### config.mk
export PLATFORM = sky130hd
export DESIGN_NAME = mem_apb_requester
export DESIGN_NICKNAME = d
export VERILOG_FILES = /design/src/rtl/mem_apb_pkg.sv /design/src/rtl/mem_apb_wait_timer.sv /design/src/rtl/mem_apb_requester.sv
export SDC_FILE = /design/constraint.sdc
export NUM_CORES = 1
export LEC_CHECK = 0
export CAP_MARGIN = 25
export CORE_MARGIN = 2
export CORE_UTILIZATION = 46
export CTS_CLUSTER_DIAMETER = 150
export DETAILED_ROUTE_END_ITERATION = 6
export PLACE_DENSITY = 0.79
export SETUP_SLACK_MARGIN = 0.02
export SLEW_MARGIN = 30
export SYNTH_ARGS = -nofsm -noshare
export SYNTH_HDL_FRONTEND = slang
export SYNTH_HIERARCHICAL = 1
export SYNTH_SLANG_ARGS = --single-unit
### constraint.sdc
create_clock -name clk -period 2.55 [get_ports clk]
set_clock_uncertainty 0.2 [all_clocks]
set_input_delay 0.765 -clock clk [delete_from_list [all_inputs] [get_ports clk]]
set_output_delay 0.765 -clock clk [all_outputs]
set_load 0.01 [all_outputs]
### src/rtl/mem_apb_pkg.sv
// Shared types and default widths for the register-bank
// memory slave and its bus requester.
package mem_apb_pkg;

  localparam int MEM_DATA_WIDTH = 8;
  localparam int MEM_ADDR_WIDTH = 5;
  localparam int MEM_TIMEOUT    = 16;

  typedef enum logic [1:0] {
    REQ_IDLE,
    REQ_SETUP,
    REQ_ACCESS
  } req_state_t;

endpackage

### src/rtl/mem_apb_wait_timer.sv
// Wait-state counter for the access phase: clear, saturating
// increment, and a terminal flag at TIMEOUT_CYCLES-1.
module mem_apb_wait_timer #(
  parameter int TIMEOUT_CYCLES = 16
) (
  input  logic clk,
  input  logic reset_n,
  input  logic clr,
  input  logic inc,
  output logic term
);

  localparam int TW =
    (TIMEOUT_CYCLES > 0) ? $clog2(TIMEOUT_CYCLES + 1) : 1;
  localparam logic [TW-1:0] LAST =
    (TIMEOUT_CYCLES > 0) ? TW'(TIMEOUT_CYCLES - 1) : '0;
  localparam logic [TW-1:0] TOP =
    (TIMEOUT_CYCLES > 0) ? TW'(TIMEOUT_CYCLES) : '0;

  logic [TW-1:0] count;

  // Count access-phase wait cycles; saturate instead of wrapping.
  always_ff @(posedge clk or negedge reset_n) begin
    if (!reset_n) begin
      count <= '0;
    end else if (clr) begin
      count <= '0;
    end else if (inc && count != TOP) begin
      count <= count + TW'(1);
    end
  end

  assign term = (TIMEOUT_CYCLES != 0) && (count == LAST);

endmodule

### src/rtl/mem_apb_requester.sv
// Bus requester: one command at a time through SETUP/ACCESS,
// answered by a single-cycle response pulse (data or timeout).
module mem_apb_requester
  import mem_apb_pkg::*;
#(
  parameter int DATA_WIDTH     = MEM_DATA_WIDTH,
  parameter int ADDR_WIDTH     = MEM_ADDR_WIDTH,
  parameter int TIMEOUT_CYCLES = MEM_TIMEOUT
) (
  input  logic                  clk,
  input  logic                  reset_n,
  input  logic                  cmd_valid,
  output logic                  cmd_ready,
  input  logic                  cmd_wr,
  input  logic [ADDR_WIDTH-1:0] cmd_addr,
  input  logic [DATA_WIDTH-1:0] cmd_wdata,
  output logic                  rsp_valid,
  output logic [DATA_WIDTH-1:0] rsp_rdata,
  output logic                  rsp_err,
  output logic                  sel,
  output logic                  enable,
  output logic                  wr,
  output logic [ADDR_WIDTH-1:0] addr,
  output logic [DATA_WIDTH-1:0] wdata,
  input  logic                  ready,
  input  logic [DATA_WIDTH-1:0] rdata
);

  req_state_t            state, state_n;
  logic                  sel_n, enable_n, wr_n;
  logic [ADDR_WIDTH-1:0] addr_n;
  logic [DATA_WIDTH-1:0] wdata_n, rsp_rdata_n;
  logic                  rsp_valid_n, rsp_err_n;
  logic                  tmr_clr, tmr_inc, tmr_term;

  mem_apb_wait_timer #(
    .TIMEOUT_CYCLES(TIMEOUT_CYCLES)
  ) u_timer (
    .clk    (clk),
    .reset_n(reset_n),
    .clr    (tmr_clr),
    .inc    (tmr_inc),
    .term   (tmr_term)
  );

  assign cmd_ready = (state == REQ_IDLE);

  // Next state and next value of every registered output.
  always_comb begin
    state_n     = state;
    sel_n       = sel;
    enable_n    = enable;
    wr_n        = wr;
    addr_n      = addr;
    wdata_n     = wdata;
    rsp_valid_n = 1'b0;
    rsp_rdata_n = rsp_rdata;
    rsp_err_n   = rsp_err;
    tmr_clr     = 1'b0;
    tmr_inc     = 1'b0;
    unique case (state)
      REQ_IDLE: begin
        if (cmd_valid) begin
          wr_n     = cmd_wr;
          addr_n   = cmd_addr;
          wdata_n  = cmd_wdata;
          sel_n    = 1'b1;
          enable_n = 1'b0;
          state_n  = REQ_SETUP;
        end
      end
      REQ_SETUP: begin
        enable_n = 1'b1;
        tmr_clr  = 1'b1;
        state_n  = REQ_ACCESS;
      end
      REQ_ACCESS: begin
        if (ready || tmr_term) begin
          rsp_valid_n = 1'b1;
          rsp_err_n   = !ready;
          rsp_rdata_n = (ready && !wr) ? rdata : '0;
          sel_n       = 1'b0;
          enable_n    = 1'b0;
          wr_n        = 1'b0;
          addr_n      = '0;
          wdata_n     = '0;
          state_n     = REQ_IDLE;
        end
        tmr_inc = !ready;
      end
      default: state_n = REQ_IDLE;
    endcase
  end

  // State and output registers; reset drops the bus at once.
  always_ff @(posedge clk or negedge reset_n) begin
    if (!reset_n) begin
      state     <= REQ_IDLE;
      sel       <= 1'b0;
      enable    <= 1'b0;
      wr        <= 1'b0;
      addr      <= '0;
      wdata     <= '0;
      rsp_valid <= 1'b0;
      rsp_rdata <= '0;
      rsp_err   <= 1'b0;
    end else begin
      state     <= state_n;
      sel       <= sel_n;
      enable    <= enable_n;
      wr        <= wr_n;
      addr      <= addr_n;
      wdata     <= wdata_n;
      rsp_valid <= rsp_valid_n;
      rsp_rdata <= rsp_rdata_n;
      rsp_err   <= rsp_err_n;
    end
  end

endmodule

==> metrics.json <==
{
  "power": {
    "power.internal_w": 0.00144,
    "leakagePower_nw": 0.996,
    "p_switching_w": 0.000831,
    "power_density_mw_per_mm2": 975,
    "power.clock.fraction_pct": 12.6,
    "power.switching_fraction_pct": 36.5,
    "post-layout-total-power_w": 0.00228,
    "power.share.sequential_pct": 37.8,
    "irDropWorstVdd_uv": 433,
    "power.combinational.fraction_pct": 49.6
  },
  "synth": {
    "yosys.cell_count.top_type": "sky130_fd_sc_hd__dfrtp_1",
    "combinational_family_with_the_most_area_after_synthesis": "compound AO/OA/AOI/OAI gates",
    "syn-mean-instance-area_um2": 11.1,
    "synth.area.top_cells": "sky130_fd_sc_hd__dfrtp_1 49%, sky130_fd_sc_hd__o2bb2ai_2 8.9%, sky130_fd_sc_hd__a21oi_2 5.2%",
    "ys_seq_elements": 33,
    "yosys.area_share.simple_pct": 14.3,
    "ys_top_cells_by_count": "33 x sky130_fd_sc_hd__dfrtp_1, 16 x sky130_fd_sc_hd__o21ai_1, 13 x sky130_fd_sc_hd__nor2b_1",
    "synth_largest_type_area_fraction_pct": 49.2,
    "sequential_area_share_after_synthesis_pct": 49.2,
    "post_synthesis_net_count": 180,
    "synth_fa_ha_area_share_pct": 2.24,
    "synth_enable_flop_cells": 0,
    "async_flop_share_pct": 100,
    "post_synth_xor_area_fraction_pct": 0.522,
    "synth_top_flop_cell": "sky130_fd_sc_hd__dfrtp_1",
    "cell_type_with_the_largest_total_area_after_synthesis": "sky130_fd_sc_hd__dfrtp_1",
    "synth-compound-area-share_pct": 28.3,
    "synthMuxAreaShare_pct": 0.894,
    "netlist_instances": 151,
    "synthesis.yosys.warnings": 6,
    "yosys.cell_types.count": 34,
    "mappedNetlistArea_mm2": 0.00168
  },
  "global_route": {
    "number_of_antenna_violations_at_the_first_check_in_global_routing": 0,
    "grt_overflow_total": 0,
    "grt_start_max_net_pins": 34,
    "first_global_vias": 1406,
    "grt.total_usage_pct": 21.1,
    "grt_pass1_wl_mm": 6.71
  },
  "detailed_routing": {
    "route.detailed.wl_per_inst_um": 14.8,
    "wire_length_reported_by_the_detailed_router_mm": 3.84,
    "drtAntennaViolNets": 0,
    "via_count": 1339,
    "dr.pass1.iters": 4,
    "drc_violations": 0,
    "viasPerCell": 5.17,
    "detailedRoute.firstIterationViolations": 84
  },
  "clocking": {
    "post-cts-setup-buffer-count": 0,
    "ctsHtreeMaxLevel": 2,
    "clk_path_buf_depth": 2,
    "post_cts.resized_instances": 0,
    "cts_num_sinks": 33,
    "cts_made_buffers": 5,
    "clk_pin_slew_worst_setup_hold_paths_ps": 90,
    "clock_insertion_delay_worst_skew_ps": 320,
    "ctsRootBufferMaster": "sky130_fd_sc_hd__clkbuf_4",
    "tritoncts": "done",
    "cts_hold_buffers": 0
  },
  "sta": {
    "fin_setup_tns_ps": 0,
    "grt_setup_unrepaired": "no",
    "post-route-min-period_ps": 2370,
    "final_max_slew_viol_count": 0,
    "timing_hold_violations_final": 0,
    "worst_pin_slew_ps": 646,
    "min_period_over_period_pct": 93.0,
    "achievable-frequency_mhz": 422,
    "setup_viol_count_final": 0,
    "slew-limit-headroom_pct": 56.9
  },
  "layout": {
    "regArea_um2": 826,
    "diodes": 0,
    "final.fill_count": 263,
    "area_growth_syn_to_layout_pct": 39.0,
    "fraction_of_final_layout_cells_with_drive_strength_greater_than_1_pct": 20.7,
    "finalNetCount": 242,
    "multi_input_area_um2": 777,
    "non_filler_instance_count_after_layout": 259
  },
  "floorplan": {
    "core_region_area_mm2": 0.00342,
    "starting_utilization_of_the_core_area_pct": 49.2,
    "core.rowCount": 21,
    "fp.dieH_um": 64.4,
    "ioPinCount": 53,
    "die_width_um": 64.4,
    "dieArea_mm2": 0.00415
  },
  "flow_run": {
    "number_of_violations_of_the_max_capacitance_limit": 0
  },
  "worst_setup_path": {
    "max_stage_delay_ps": 560,
    "cp_cell_sequence": "nor2_1 > clkdlybuf4s50_1",
    "setup.worst_path.class": "reg -> out",
    "critPathCaptureType": "output port",
    "timing.critical_path.from_type": "register",
    "critPathRequiredTime_ps": 1590,
    "cp_max_fo": 2,
    "crit_arrival_ps": 1410,
    "critical-path-slowest-cell": "sky130_fd_sc_hd__clkdlybuf4s50_1",
    "crit_start": "state[0]",
    "r2r_start": "u_timer/count[0]"
  },
  "place": {
    "place_congestion": 0.758,
    "port_bufs": 52,
    "dp_cells": 252,
    "dp.final_hpwl_mm": 2.83
  },
  "run_status": {
    "outcome": "finished clean"
  },
  "hold_path": {
    "hold_path.startpoint": "sel",
    "min-delay-path-class": "reg -> reg"
  }
}
## power groups by stage
stage	Combinational, W	Sequential (W)	Clock [W]
after floorplan	0.000559	0.000927	0
after global placement	0.00110	0.000858	0
after detailed placement	0.00113	0.000869	0
after CTS	0.00114	0.000860	0.000301
after global routing	0.00122	0.000890	0.000324
final	0.00113	0.000860	0.000287
## layout by cell type (no fill, tap or decap), drive strengths merged
cell           synthesis  routed
and3                   1       1
inv                    6       6
and2b                  4       4
ha                     3       3
o21ai                 17      17
o2111ai                1       1
mux2                   1       1
nor2b                 15      15
clkbuf                 1       7
nor2                   8       8
nand2                 10      10
o2bb2ai               14      14
nand4                  1       1
a211oi                 2       2
a21o                   3       3
a41o                   1       1
buf                    6      10
xor2                   1       1
nand3                  2       2
clkdlybuf4s50          0      52
or2                    1       1
o21a                   1       1
a21oi                 17      17
nand2b                 1       1
o31ai                  1       1
dfrtp                 33      33
## layout make-up
cell class                      instances  share of cell area, %
Timing Repair Buffer                   62                   25.5
Tap cell                               46                   2.47
Clock buffer                            7                   2.36
Sequential cell                        33                   35.4
Multi-Input combinational cell        105                   33.3
Inverter                                6                  0.965
## stage by stage
step	utilization, %	area (µm²)	worst slack [ps]	hold slack [ps]
detailed placement	66.7	2280	73.3	265
global placement	66.7	2280	128	261
global route	68.3	2330	125	319
CTS	68.3	2330	164	285
floorplan	-	1680	675	269
finish	68.3	2330	179	283
## state kept, by name (all words and copies together) (netlist names)
signal / count
addr: 5
enable: 1
rsp_err: 1
rsp_rdata: 8
rsp_valid: 1
sel: 1
state: 2
u_timer/count: 5
wdata: 8
wr: 1
## cell families (layout without fill, tap and decap cells)
kind of cell    count (synthesis)  in the layout
mux                             1              1
simple gates                   43             43
flops                          33             33
buf+inv                        13             75
compound gates                 57             57
xor+xnor                        1              1
fa+ha+maj                       3              3
## per-layer routing
| layer | vias up | GRT usage (%) | routed length (µm) |
|---|---|---|---|
| li1 | 655 | - | - |
| met1 | 649 | 27.1 | 1730 |
| met2 | 30 | 34.9 | 1880 |
| met3 | 5 | 5.73 | 175 |
| met4 | 0 | 6.38 | 51 |
| met5 | - | 0 | 0 |
## worst paths after layout
kind | slack [ps] | endpoint | depth (start not counted)
max reg2reg | 250 | addr[3] | 6
min reg2reg | 280 | sel | 1
max | 180 | cmd_ready | 2
max in group asynchronous | 1220 | rsp_rdata[3] | 2
min | 280 | sel | 1
min in group asynchronous | 630 | addr[4] | 2
## worst max-delay path, delay by kind of cell (launching register included)
kind | cells | cell delay, ps
AND/OR/NAND/NOR | 1 | 150
buffers and inverters | 1 | 560
flip-flops | 1 | 380
(Power assumes the default switching activity.)
